===== src/rtl/battleship_turn_ctrl.sv =====
// battleship_turn_ctrl: setup, alternating player/PC turns, board-query handshake, hit counting, victory, turn timer.
// Latency: btn to q_req 1 cycle; q_ack to hit counter 1 cycle; winning q_ack to game_over 2 cycles.
// Backpressure: q_req held with stable q_x/q_y/q_side until q_ack; btn is ignored outside SETUP, P_TURN and OVER.
// Optional feature: define BATTLESHIP_BONUS_SHOT_EN so a non-winning hit grants the same side another shot.
module battleship_turn_ctrl #(
  parameter int BOARD_N     = 5,
  parameter int MAX_SHIPS   = 5,
  parameter int CYC_PER_SEC = 50_000_000,
  parameter int TURN_SECS   = 15,
  localparam int CW = $clog2(BOARD_N),
  localparam int SW = $clog2(MAX_SHIPS + 1),
  localparam int HW = $clog2(MAX_SHIPS * (MAX_SHIPS + 1) / 2 + 1)
) (
  input  logic          clk,
  input  logic          rst,
  input  logic          btn,
  input  logic [SW-1:0] ship_sel,
  input  logic [CW-1:0] cur_x,
  input  logic [CW-1:0] cur_y,
  input  logic [CW-1:0] rng_x,
  input  logic [CW-1:0] rng_y,
  input  logic          q_ack,
  input  logic          q_hit,
  input  logic          q_used,
  output logic          q_req,
  output logic          q_side,
  output logic [CW-1:0] q_x,
  output logic [CW-1:0] q_y,
  output logic [2:0]    state,
  output logic          turn,
  output logic [SW-1:0] n_ships,
  output logic [HW-1:0] hits_p,
  output logic [HW-1:0] hits_pc,
  output logic [7:0]    secs_left,
  output logic          timeout,
  output logic          game_over,
  output logic          winner
);

  typedef enum logic [2:0] {
    SETUP    = 3'd0,
    P_TURN   = 3'd1,
    P_QUERY  = 3'd2,
    P_CHECK  = 3'd3,
    PC_TURN  = 3'd4,
    PC_QUERY = 3'd5,
    PC_CHECK = 3'd6,
    OVER     = 3'd7
  } state_t;

  localparam int              PSW       = (CYC_PER_SEC > 1) ? $clog2(CYC_PER_SEC) : 1;
  localparam logic [CW:0]     BOARD_LIM = (CW + 1)'(BOARD_N);
  localparam logic [SW:0]     SHIP_LIM  = (SW + 1)'(MAX_SHIPS);
  localparam logic [PSW-1:0]  PRESC_TOP = PSW'(CYC_PER_SEC - 1);
  localparam logic [7:0]      SECS_TOP  = 8'(TURN_SECS);

  state_t          st_q, st_d;
  logic [SW-1:0]   n_ships_q;
  logic [HW-1:0]   target_q, target_d;
  logic [HW-1:0]   hits_p_q, hits_pc_q;
  logic [7:0]      secs_q;
  logic [PSW-1:0]  presc_q;
  logic [CW-1:0]   qx_q, qy_q;
  logic            qside_q, timeout_q, winner_q;
`ifdef BATTLESHIP_BONUS_SHOT_EN
  logic            last_hit_q;
`endif

  logic sel_ok, cur_ok, rng_ok, expire;
  logic start, reload, tick, shoot_p, shoot_pc, inc_p, inc_pc, fire_to, win_p, win_pc, clear;

  // Range qualifiers for the operator inputs and the timer expiry condition.
  always_comb begin
    sel_ok = (ship_sel != '0) && ({1'b0, ship_sel} <= SHIP_LIM);
    cur_ok = ({1'b0, cur_x} < BOARD_LIM) && ({1'b0, cur_y} < BOARD_LIM);
    rng_ok = ({1'b0, rng_x} < BOARD_LIM) && ({1'b0, rng_y} < BOARD_LIM);
    expire = (presc_q == '0) && (secs_q == 8'd1);
  end

  // Total ship cells for the requested count: 1 + 2 + ... + n.
  always_comb begin
    target_d = '0;
    for (int i = 1; i <= MAX_SHIPS; i++) begin
      if (i <= int'(ship_sel)) target_d = target_d + HW'(i);
    end
  end

  // Next-state logic and one-cycle control strobes for the datapath.
  always_comb begin
    st_d     = st_q;
    start    = 1'b0;
    reload   = 1'b0;
    tick     = 1'b0;
    shoot_p  = 1'b0;
    shoot_pc = 1'b0;
    inc_p    = 1'b0;
    inc_pc   = 1'b0;
    fire_to  = 1'b0;
    win_p    = 1'b0;
    win_pc   = 1'b0;
    clear    = 1'b0;
    case (st_q)
      SETUP: begin
        if (btn && sel_ok) begin
          start  = 1'b1;
          reload = 1'b1;
          st_d   = P_TURN;
        end
      end
      P_TURN: begin
        if (btn && cur_ok) begin
          // A shot taken on the expiry cycle freezes the timer so expiry is not lost.
          shoot_p = 1'b1;
          tick    = !expire;
          st_d    = P_QUERY;
        end else begin
          tick = 1'b1;
          if (expire) begin
            fire_to = 1'b1;
            st_d    = PC_TURN;
          end
        end
      end
      P_QUERY: begin
        if (q_ack) begin
          if (q_used) begin
            st_d = P_TURN;
          end else begin
            inc_p = q_hit;
            st_d  = P_CHECK;
          end
        end
      end
      P_CHECK: begin
        if (hits_p_q == target_q) begin
          win_p = 1'b1;
          st_d  = OVER;
        end
`ifdef BATTLESHIP_BONUS_SHOT_EN
        else if (last_hit_q) begin
          reload = 1'b1;
          st_d   = P_TURN;
        end
`endif
        else begin
          st_d = PC_TURN;
        end
      end
      PC_TURN: begin
        if (rng_ok) begin
          shoot_pc = 1'b1;
          st_d     = PC_QUERY;
        end
      end
      PC_QUERY: begin
        if (q_ack) begin
          if (q_used) begin
            st_d = PC_TURN;
          end else begin
            inc_pc = q_hit;
            st_d   = PC_CHECK;
          end
        end
      end
      PC_CHECK: begin
        if (hits_pc_q == target_q) begin
          win_pc = 1'b1;
          st_d   = OVER;
        end
`ifdef BATTLESHIP_BONUS_SHOT_EN
        else if (last_hit_q) begin
          st_d = PC_TURN;
        end
`endif
        else begin
          reload = 1'b1;
          st_d   = P_TURN;
        end
      end
      OVER: begin
        if (btn) begin
          clear = 1'b1;
          st_d  = SETUP;
        end
      end
      default: st_d = SETUP;
    endcase
  end

  // State register.
  always_ff @(posedge clk or negedge rst) begin
    if (!rst) st_q <= SETUP;
    else      st_q <= st_d;
  end

  // Ship count and hit target are latched once per game at setup.
  always_ff @(posedge clk or negedge rst) begin
    if (!rst) begin
      n_ships_q <= '0;
      target_q  <= '0;
    end else if (start) begin
      n_ships_q <= ship_sel;
      target_q  <= target_d;
    end
  end

  // Query coordinates and side, captured when a shot is launched and held through the handshake.
  always_ff @(posedge clk or negedge rst) begin
    if (!rst) begin
      qx_q    <= '0;
      qy_q    <= '0;
      qside_q <= 1'b0;
    end else if (shoot_p) begin
      qx_q    <= cur_x;
      qy_q    <= cur_y;
      qside_q <= 1'b0;
    end else if (shoot_pc) begin
      qx_q    <= rng_x;
      qy_q    <= rng_y;
      qside_q <= 1'b1;
    end
  end

  // Turn timer: prescaler counts cycles, secs_left counts whole seconds.
  always_ff @(posedge clk or negedge rst) begin
    if (!rst) begin
      secs_q  <= '0;
      presc_q <= '0;
    end else if (reload) begin
      secs_q  <= SECS_TOP;
      presc_q <= PRESC_TOP;
    end else if (tick) begin
      if (presc_q == '0) begin
        presc_q <= PRESC_TOP;
        secs_q  <= secs_q - 8'd1;
      end else begin
        presc_q <= presc_q - PSW'(1);
      end
    end
  end

  // Per-side hit counters, cleared at setup and on restart.
  always_ff @(posedge clk or negedge rst) begin
    if (!rst) begin
      hits_p_q  <= '0;
      hits_pc_q <= '0;
    end else if (start || clear) begin
      hits_p_q  <= '0;
      hits_pc_q <= '0;
    end else begin
      if (inc_p)  hits_p_q  <= hits_p_q + HW'(1);
      if (inc_pc) hits_pc_q <= hits_pc_q + HW'(1);
    end
  end

  // Timeout pulse and winner flag.
  always_ff @(posedge clk or negedge rst) begin
    if (!rst) begin
      timeout_q <= 1'b0;
      winner_q  <= 1'b0;
    end else begin
      timeout_q <= fire_to;
      if (clear)       winner_q <= 1'b0;
      else if (win_pc) winner_q <= 1'b1;
      else if (win_p)  winner_q <= 1'b0;
    end
  end

`ifdef BATTLESHIP_BONUS_SHOT_EN
  // Remembers whether the last valid shot hit, deciding who shoots next.
  always_ff @(posedge clk or negedge rst) begin
    if (!rst) begin
      last_hit_q <= 1'b0;
    end else if ((st_q == P_QUERY || st_q == PC_QUERY) && q_ack && !q_used) begin
      last_hit_q <= q_hit;
    end
  end
`endif

  assign q_req     = (st_q == P_QUERY) || (st_q == PC_QUERY);
  assign q_side    = qside_q;
  assign q_x       = qx_q;
  assign q_y       = qy_q;
  assign state     = st_q;
  assign turn      = (st_q == PC_TURN) || (st_q == PC_QUERY) || (st_q == PC_CHECK);
  assign n_ships   = n_ships_q;
  assign hits_p    = hits_p_q;
  assign hits_pc   = hits_pc_q;
  assign secs_left = secs_q;
  assign timeout   = timeout_q;
  assign game_over = (st_q == OVER);
  assign winner    = winner_q;

endmodule

===== config.mk =====
export PLATFORM = sky130hd
export DESIGN_NAME = battleship_turn_ctrl
export DESIGN_NICKNAME = d
export VERILOG_FILES = /design/src/rtl/battleship_turn_ctrl.sv
export SDC_FILE = /design/constraint.sdc
export NUM_CORES = 1
export LEC_CHECK = 0
export CORE_MARGIN = 5
export CORE_UTILIZATION = 56
export CTS_BUF_LIST = sky130_fd_sc_hd__clkbuf_4
export DETAILED_ROUTE_END_ITERATION = 7
export GPL_TIMING_DRIVEN = 0
export PLACE_DENSITY = 0.9
export SLEW_MARGIN = 5
export SYNTH_ARGS = -nofsm -noshare
export SYNTH_HDL_FRONTEND = slang
export SYNTH_SLANG_ARGS = --single-unit

===== constraint.sdc =====
create_clock -name clk -period 2.6 [get_ports clk]
set_input_delay 0.52 -clock clk [delete_from_list [all_inputs] [get_ports clk]]
set_output_delay 0.52 -clock clk [all_outputs]
set_load 0.01 [all_outputs]

==> flow_summary_export.csv, run 1 <==
group,metric,value,unit
run_status,run_status,"finished, final reports clean",
synthesis,yosys-mux-area-fraction,2.44,%
finish,utilization,72.9,%
sta,timing_worst_slew_pin_value,0.771,ns
global_routing,grt_pass1_vias,3288,
power_and_ir_drop,worst_vdd_rail_ir_drop,655,uV
routing,wl_met1,3750,um
synthesis,synth_enable_flop_cells,0,
synthesis,synth.top_cells.by_area,"sky130_fd_sc_hd__dfrtp_1 44%, sky130_fd_sc_hd__o21ai_0 4.4%, sky130_fd_sc_hd__nor2_1 4.4%",
worst_setup_path,worstPathArrival,2.90,ns
sta,fin_worst_skew,0.0199,ns
worst_setup_path,critical_path.slowest_cell,"sky130_fd_sc_hd__clkdlybuf4s50_1",
worst_setup_path,cp-end-kind,"flip-flop",
worst_setup_path,startpoint_type,"input pin",
routing,detail_route.first_pass.iterations,7,
global_routing,antenna_found_initial,0,
power_and_ir_drop,pwr-share-clk,19.5,%
sta,timing.final.setup_violations,0,
global_routing,grt_residual_overflow,0,
routing,num_vias,3344,
min_path,worst_hold_path_type,"in2async",
sta,timing.hold.ws,0.175,ns
floorplan,design.die.area,7910,um^2
sta,timing.final.hold_violations,0,
floorplan,fp.dieH,88.9,um
power_and_ir_drop,p_sw_share,39.6,%
floorplan,die_width,88.9,um
place,gp_congestion,0.870,
floorplan,core_area,5990,um^2
synthesis,yosys_warning_total,0,
routing,antenna_left,0,
place,io_buffer_count,52,
worst_setup_path,worst-path-max-fanout,8,
job,max_cap_violations,0,
synthesis,synth-compound-area-share,16.4,%
routing,detailroute.wirelength.met2,4720,um
worst_setup_path,worstRegToRegCells,8,
synthesis,post_synth_fa_ha_maj_area_fraction,2.87,%
sta,layout_worst_path_cycle_share,98.7,%
worst_setup_path,crit_chain,"clkdlybuf4s50_1 > a21boi_0 > and4bb_2 > a21oi_2 > o211a_1 > or4b_2 > a21oi_1",
finish,multi_input_combinational_cell_area,1900,um^2
floorplan,initial_util,58.2,%
clocking,cts_tree,"yes",
synthesis,syn_nets,417,
worst_setup_path,r2r_setup_slack,0.04,ns
finish,final_cell_count_without_fillers,537,
power_and_ir_drop,power.sequential.fraction,37.4,%
finish,final_layout_size_suffix_gt1_share,12.1,%
worst_setup_path,worst_r2r_end,"presc_q[19]$_DFFE_PN0P_",
synthesis,most_common_library_cells_after_synthesis,"61 x sky130_fd_sc_hd__dfrtp_1, 41 x sky130_fd_sc_hd__nor2_1, 39 x sky130_fd_sc_hd__nand2_1",
synthesis,netlist_instances,388,
routing,drt_first_iter_violations,360,
worst_setup_path,setup.worst_path.class,"in2reg",
routing,routed_via_density,6.23,
clocking,cts.sink_count,61,
clocking,cts.root.buffer_cell,"sky130_fd_sc_hd__clkbuf_4",
worst_setup_path,crit_reg_reg_startpoint,"presc_q[10]$_DFFE_PN0P_",
clocking,clkSlewWorstSetupHoldPaths,0.11,ns
floorplan,rows,28,
place,place.detailed.instances,515,
power_and_ir_drop,share_comb_of_total_power,43.1,%
global_routing,grt_max_degree,62,
routing,route.met3.wl,657,um
clocking,cts_max_path_buffers,2,
clocking,ctsHtreeMaxLevel,3,
routing,drt_drc_violations_left,0,
finish,n_antenna_cell,0,
synthesis,syn_area,3490,um^2
clocking,insertion_delay,0.41,ns
synthesis,synth_largest_type_area_fraction,43.7,%
power_and_ir_drop,power.density,875,nW/um^2
worst_setup_path,crit_required,2.93,ns
global_routing,track_usage,25.6,%
power_and_ir_drop,p_switching,0.00151,W
synthesis,syn_area_per_cell,8.99,um^2
synthesis,synthDistinctLibCells,57,
synthesis,synthDominantAreaCellType,"sky130_fd_sc_hd__dfrtp_1",
sta,setup_tns,0,ns
sta,slew-limit-headroom,48.6,%
finish,fillCellCount,418,
synthesis,yosysSeqAreaShare,43.7,%
finish,syn_to_final_growth,25.1,%
routing,postRouteWirelength,9360,um
synthesis,ys_dominant_reg_cell,"sky130_fd_sc_hd__dfrtp_1",
synthesis,simple_gate_fraction_of_synth_area,26.0,%
place,place_hpwl,6340,um
routing,route.detailed.wl_per_inst,17.4,um
global_routing,global_route_wire_length_before_repair,15700,um
synthesis,combinational_family_with_the_most_area_after_synthesis,"simple AND/OR/NAND/NOR gates",
sta,timing.final.crit_period,2.57,ns
routing,top_signal_layer_used,"met4",
finish,regArea,1530,um^2
power_and_ir_drop,reported_leakage_power,1.79,nW
synthesis,synth-async-reset-ratio,100,%
clocking,numCtsBuffers,9,
synthesis,synth-xor-area-share,5.52,%
worst_setup_path,cpPeakStageDelay,0.64,ns
finish,num-nets-final,487,
floorplan,ios,55,
synthesis,synth_most_common_cell,"sky130_fd_sc_hd__dfrtp_1",
synthesis,synth_seq_cells,61,
sta,final_max_slew_viol_count,0,
power_and_ir_drop,power_report.internal_total,0.00231,W
sta,achievable-frequency,0.390,GHz
## per-stage QoR
step / power, W / setup slack [ns] / instance area, um^2
2_1_floorplan: 0.00228 / 0.225 / 3490
3_3_place_gp: 0.00291 / -0.932 / 4100
3_5_place_dp: 0.00296 / -0.534 / 4100
4_1_cts: 0.00375 / 0.00218 / 4280
5_1_grt: 0.00409 / -0.0548 / 4370
6_report: 0.00382 / 0.0342 / 4370
## per-layer routing
layer	up-vias	GRT usage, %
met5	-	0
met4	0	8.12
met3	28	5.71
met2	158	43.1
met1	1598	33.0
li1	1560	-
## final cells by class
cell class                      instances  area share [%]
Buffer                                 17            1.89
Clock buffer                           10            1.72
Clock inverter                          5            1.75
Inverter                                7           0.602
Multi-Input combinational cell        302            43.6
Sequential cell                        61            35.0
Tap cell                               75            2.15
Timing Repair Buffer                   60            13.3
## registers in the layout, indices dropped and copies added, names as in the netlist
| signal | cells |
|---|---|
| presc_q | 26 |
| secs_left | 8 |
| hits_p | 4 |
| hits_pc | 4 |
| target_q | 4 |
| n_ships | 3 |
| q_x | 3 |
| q_y | 3 |
| state | 3 |
| q_side | 1 |
| timeout | 1 |
| winner | 1 |
## worst max-delay path by stage
stage / depth (start not counted) / start / slack [ns] / endpoint
floorplan: 8 / presc_q[10]$_DFFE_PN0P_ / 0.22 / presc_q[19]$_DFFE_PN0P_
detailed placement: 8 / ship_sel[0] / -0.53 / presc_q[3]$_DFFE_PN0P_
global placement: 1 / rst / -0.93 / secs_left[5]$_DFFE_PN0P_
global route: 9 / presc_q[0]$_DFFE_PN0P_ / -0.05 / secs_left[4]$_DFFE_PN0P_
CTS: 9 / presc_q[0]$_DFFE_PN0P_ / 0.002 / secs_left[4]$_DFFE_PN0P_
finish: 7 / btn / 0.03 / presc_q[24]$_DFFE_PN0P_
## worst max-delay path, delay by kind of cell
kind	cells	cell delay, ns
buf+inv	1	0.64
simple gates	2	0.98
compound gates	4	0.75
## power by group through the flow
stage / registers, W / logic, W / clock network (W)
finish: 0.00143 / 0.00165 / 0.000745
global route: 0.00146 / 0.00182 / 0.000812
CTS: 0.00141 / 0.00159 / 0.000748
detailed placement: 0.00141 / 0.00156 / 0
global placement: 0.00140 / 0.00151 / 0
floorplan: 0.00143 / 0.000857 / 0
## layout by cell type, fill, tap and decap left out, types with 3 or more instances in the layout
master                             n
sky130_fd_sc_hd__buf_4             9
sky130_fd_sc_hd__o21ai_0          31
sky130_fd_sc_hd__nand2_1          39
sky130_fd_sc_hd__nand4_1           7
sky130_fd_sc_hd__xnor2_1          17
sky130_fd_sc_hd__nand3_1           7
sky130_fd_sc_hd__a21o_1            5
sky130_fd_sc_hd__ha_1              7
sky130_fd_sc_hd__a21oi_1          27
sky130_fd_sc_hd__clkbuf_2          6
sky130_fd_sc_hd__o41ai_1           3
sky130_fd_sc_hd__clkbuf_4         10
sky130_fd_sc_hd__nor3_1           15
sky130_fd_sc_hd__buf_2             3
sky130_fd_sc_hd__dfrtp_1          59
sky130_fd_sc_hd__xor2_1            5
sky130_fd_sc_hd__a22oi_1           6
sky130_fd_sc_hd__clkbuf_1          6
sky130_fd_sc_hd__or3_1             8
sky130_fd_sc_hd__or4_1             6
sky130_fd_sc_hd__inv_1             7
sky130_fd_sc_hd__mux2i_1           4
sky130_fd_sc_hd__clkdlybuf4s50_1  50
sky130_fd_sc_hd__nor4_1            7
sky130_fd_sc_hd__nand3b_1          5
sky130_fd_sc_hd__and3_1           12
sky130_fd_sc_hd__nor2_1           41
sky130_fd_sc_hd__and2_1            3
sky130_fd_sc_hd__mux2_2            4
## cells by family (layout without fill, tap and decap cells)
group	after synthesis	in the layout
DFF	61	61
muxes	8	8
xor gates and xnor gates	22	22
adders and majority gates	8	8
AOI/OAI and AO/OA	93	93
buffers and inverters	25	99
and+or+nand+nor	171	171
## repair_timing
| action | 4_1_cts | 5_1_grt |
|---|---|---|
| pin swaps | 3 | 4 |
| endpoints found under the setup margin | 25 | 36 |
| hold buffers | 0 | 0 |
| gates resized for setup | 4 | 17 |
| hold endpoints to repair | 0 | 0 |
| buffers inserted | 2 | 6 |
Note: power is estimated with default switching activity, not from simulation.
==> inputs of run 2 (changes only) <==
--- a/config.mk
+++ b/config.mk
@@ -5,11 +5,13 @@
 export SDC_FILE = /design/constraint.sdc
 export NUM_CORES = 1
 export LEC_CHECK = 0
+export CAP_MARGIN = 5
 export CORE_MARGIN = 5
 export CORE_UTILIZATION = 56
 export CTS_BUF_LIST = sky130_fd_sc_hd__clkbuf_4
 export DETAILED_ROUTE_END_ITERATION = 7
 export GPL_TIMING_DRIVEN = 0
+export MAX_ROUTING_LAYER = met4
 export PLACE_DENSITY = 0.9
 export SLEW_MARGIN = 5
 export SYNTH_ARGS = -nofsm -noshare
==> run 2 against run 1 <==
  * Count of clock-buffer cells in the layout did not move
  * Sequential share of layout area fell by 0.18 points
  * Register-to-register slack improved by 0.02 ns
  * Hold slack got worse by 0.012 ns
  * Via count barely moved
  * Combinational power rose by 2%
  * Critical path type unchanged
  * Largest power group unchanged
==> flow_summary_export.csv, run 2 (same netlist as run 1, synthesis figures left out) <==
group,metric,value,unit
run_status,run_status,"finished, final reports clean",
clocking,cts_tree,"yes",
job,max_cap_violations,0,
finish,final_layout_size_suffix_gt1_share,12.5,%
finish,postLayoutCellArea,4390,um^2
power_and_ir_drop,p_sw_share,40.0,%
clocking,insertion_delay,0.43,ns
sta,timing.final.hold_violations,0,
routing,num_vias,3347,
floorplan,core_area,5990,um^2
sta,setup_tns,0,ns
finish,n_antenna_cell,0,
worst_setup_path,startpoint_type,"input pin",
global_routing,grt_max_degree,62,
place,place.detailed.instances,515,
floorplan,die_width,88.9,um
worst_setup_path,worst-path-max-fanout,8,
clocking,numCtsBuffers,9,
clocking,cts_max_path_buffers,2,
finish,layout_common_cells,"59 x sky130_fd_sc_hd__dfrtp_1, 50 x sky130_fd_sc_hd__clkdlybuf4s50_1, 41 x sky130_fd_sc_hd__nor2_1",
power_and_ir_drop,worst_vdd_rail_ir_drop,661,uV
worst_setup_path,worstPathArrival,2.90,ns
finish,num-nets-final,488,
routing,drt_first_iter_violations,393,
routing,route.detailed.wl_per_inst,17.8,um
worst_setup_path,crit_reg_reg_startpoint,"presc_q[10]$_DFFE_PN0P_",
power_and_ir_drop,p_switching,0.00155,W
routing,detail_route.first_pass.iterations,5,
clocking,ctsHtreeMaxLevel,3,
worst_setup_path,r2r_setup_slack,0.06,ns
sta,final_max_slew_viol_count,0,
global_routing,grt_residual_overflow,0,
sta,timing.final.crit_period,2.56,ns
worst_setup_path,crit_required,2.94,ns
sta,slew-limit-headroom,48.7,%
sta,achievable-frequency,0.391,GHz
worst_setup_path,worst_r2r_end,"presc_q[19]$_DFFE_PN0P_",
finish,fillCellCount,409,
global_routing,grt_pass1_vias,3293,
finish,utilization,73.3,%
finish,final_cell_count_without_fillers,538,
clocking,cts.sink_count,61,
finish,syn_to_final_growth,25.8,%
finish,final_common_cell,"sky130_fd_sc_hd__dfrtp_1",
worst_setup_path,worstRegToRegCells,8,
floorplan,fp.dieH,88.9,um
place,io_buffer_count,52,
global_routing,track_usage,26.3,%
routing,antenna_left,0,
routing,postRouteWirelength,9560,um
finish,largest_register_ffs,26,
power_and_ir_drop,power.sequential.fraction,36.9,%
sta,timing_worst_slew_pin_value,0.769,ns
power_and_ir_drop,pwr-share-clk,19.4,%
min_path,worst_hold_path_type,"in2async",
worst_setup_path,cp-end-kind,"flip-flop",
floorplan,initial_util,58.2,%
global_routing,antenna_found_initial,0,
power_and_ir_drop,share_comb_of_total_power,43.6,%
floorplan,design.die.area,7910,um^2
place,gp_congestion,0.884,
worst_setup_path,setup.worst_path.class,"in2reg",
finish,register_bank_with_the_most_flops,"presc_q",
floorplan,rows,28,
place,place_hpwl,6340,um
sta,timing.final.setup_violations,0,
place,total_cell_area_at_the_placement_stage,4100,um^2
routing,routed_via_density,6.22,
routing,drt_drc_violations_left,0,
sta,fin_worst_skew,0.0230,ns
sta,layout_worst_path_cycle_share,98.5,%
power_and_ir_drop,reported_leakage_power,1.80,nW
clocking,cts_hold_buf,0,
floorplan,ios,55,
power_and_ir_drop,power_report.internal_total,0.00233,W
global_routing,global_route_wire_length_before_repair,15700,um
power_and_ir_drop,power.density,884,nW/um^2
clocking,clkSlewWorstSetupHoldPaths,0.12,ns
clocking,cts.root.buffer_cell,"sky130_fd_sc_hd__clkbuf_4",
-- run 2: changes by cell type in the layout (fill, tap and decap cells not counted) --
| cell | previous run | this run |
|---|---|---|
| sky130_fd_sc_hd__ha_2 | 1 | 0 |
| sky130_fd_sc_hd__nor3_2 | 2 | 3 |
| sky130_fd_sc_hd__buf_4 | 9 | 10 |
| sky130_fd_sc_hd__ha_4 | 0 | 1 |
| sky130_fd_sc_hd__nor3_1 | 15 | 14 |
-- run 2: per-stage QoR --
step                      power (W)  worst slack [ns]  hold slack (ns)
after CTS                   0.00375           0.00218            0.206
after floorplan             0.00228             0.225            0.224
after global placement      0.00291            -0.932            0.462
final                       0.00388            0.0396            0.163
after detailed placement    0.00296            -0.534            0.470
after global routing        0.00412           -0.0532            0.227
-- run 2: worst max path at each step --
| stage | cells past startpoint | startpoint | to | slack (ns) |
|---|---|---|---|---|
| after floorplan | 8 | presc_q[10]$_DFFE_PN0P_ | presc_q[19]$_DFFE_PN0P_ | 0.22 |
| after global placement | 1 | rst | secs_left[5]$_DFFE_PN0P_ | -0.93 |
| after detailed placement | 8 | ship_sel[0] | presc_q[3]$_DFFE_PN0P_ | -0.53 |
| after CTS | 9 | presc_q[0]$_DFFE_PN0P_ | secs_left[4]$_DFFE_PN0P_ | 0.002 |
| after global routing | 9 | presc_q[0]$_DFFE_PN0P_ | secs_left[4]$_DFFE_PN0P_ | -0.05 |
| final | 7 | btn | presc_q[24]$_DFFE_PN0P_ | 0.04 |
-- run 2: critical path, cell delays in order --
cell	delay, ns
sky130_fd_sc_hd__clkdlybuf4s50_1	0.63
sky130_fd_sc_hd__a21boi_0	0.25
sky130_fd_sc_hd__and4bb_2	0.34
sky130_fd_sc_hd__a21oi_2	0.09
sky130_fd_sc_hd__o211a_1	0.24
sky130_fd_sc_hd__or4b_2	0.65
sky130_fd_sc_hd__a21oi_1	0.17
-- run 2: layout make-up --
cell class / count / area, um^2 / share of cell area [%]
buffer: 17 / 82.6 / 1.88
clock buffer: 10 / 75.1 / 1.71
clock inverter: 5 / 76.3 / 1.74
inverter: 7 / 26.3 / 0.599
multi-input combinational: 302 / 1920 / 43.7
sequential: 61 / 1530 / 34.8
tap: 75 / 93.8 / 2.14
timing repair buffer: 61 / 588 / 13.4
-- run 2: timing repair --
item | in CTS | in global routing
endpoints found under the setup margin | 25 | 36
endpoints found under the hold margin | 0 | 0
pin swaps | 3 | 4
setup buffers | 2 | 7
resized for setup | 4 | 19
-- run 2: layer usage --
metal  track usage (%)  vias up  wire (um)
met5                 -        -          0
met2              43.3      125       4880
met1              33.1     1638       3990
met4              7.85        0        208
met3              5.35       20        488
li1                  -     1564          -
-- run 2: power by group through the flow --
| stage | sequential (W) | combinational, W | clock (W) |
|---|---|---|---|
| global placement | 0.00140 | 0.00151 | 0 |
| floorplan | 0.00143 | 0.000857 | 0 |
| finish | 0.00143 | 0.00169 | 0.000755 |
| global route | 0.00146 | 0.00185 | 0.000812 |
| CTS | 0.00141 | 0.00159 | 0.000748 |
| detailed placement | 0.00141 | 0.00156 | 0 |
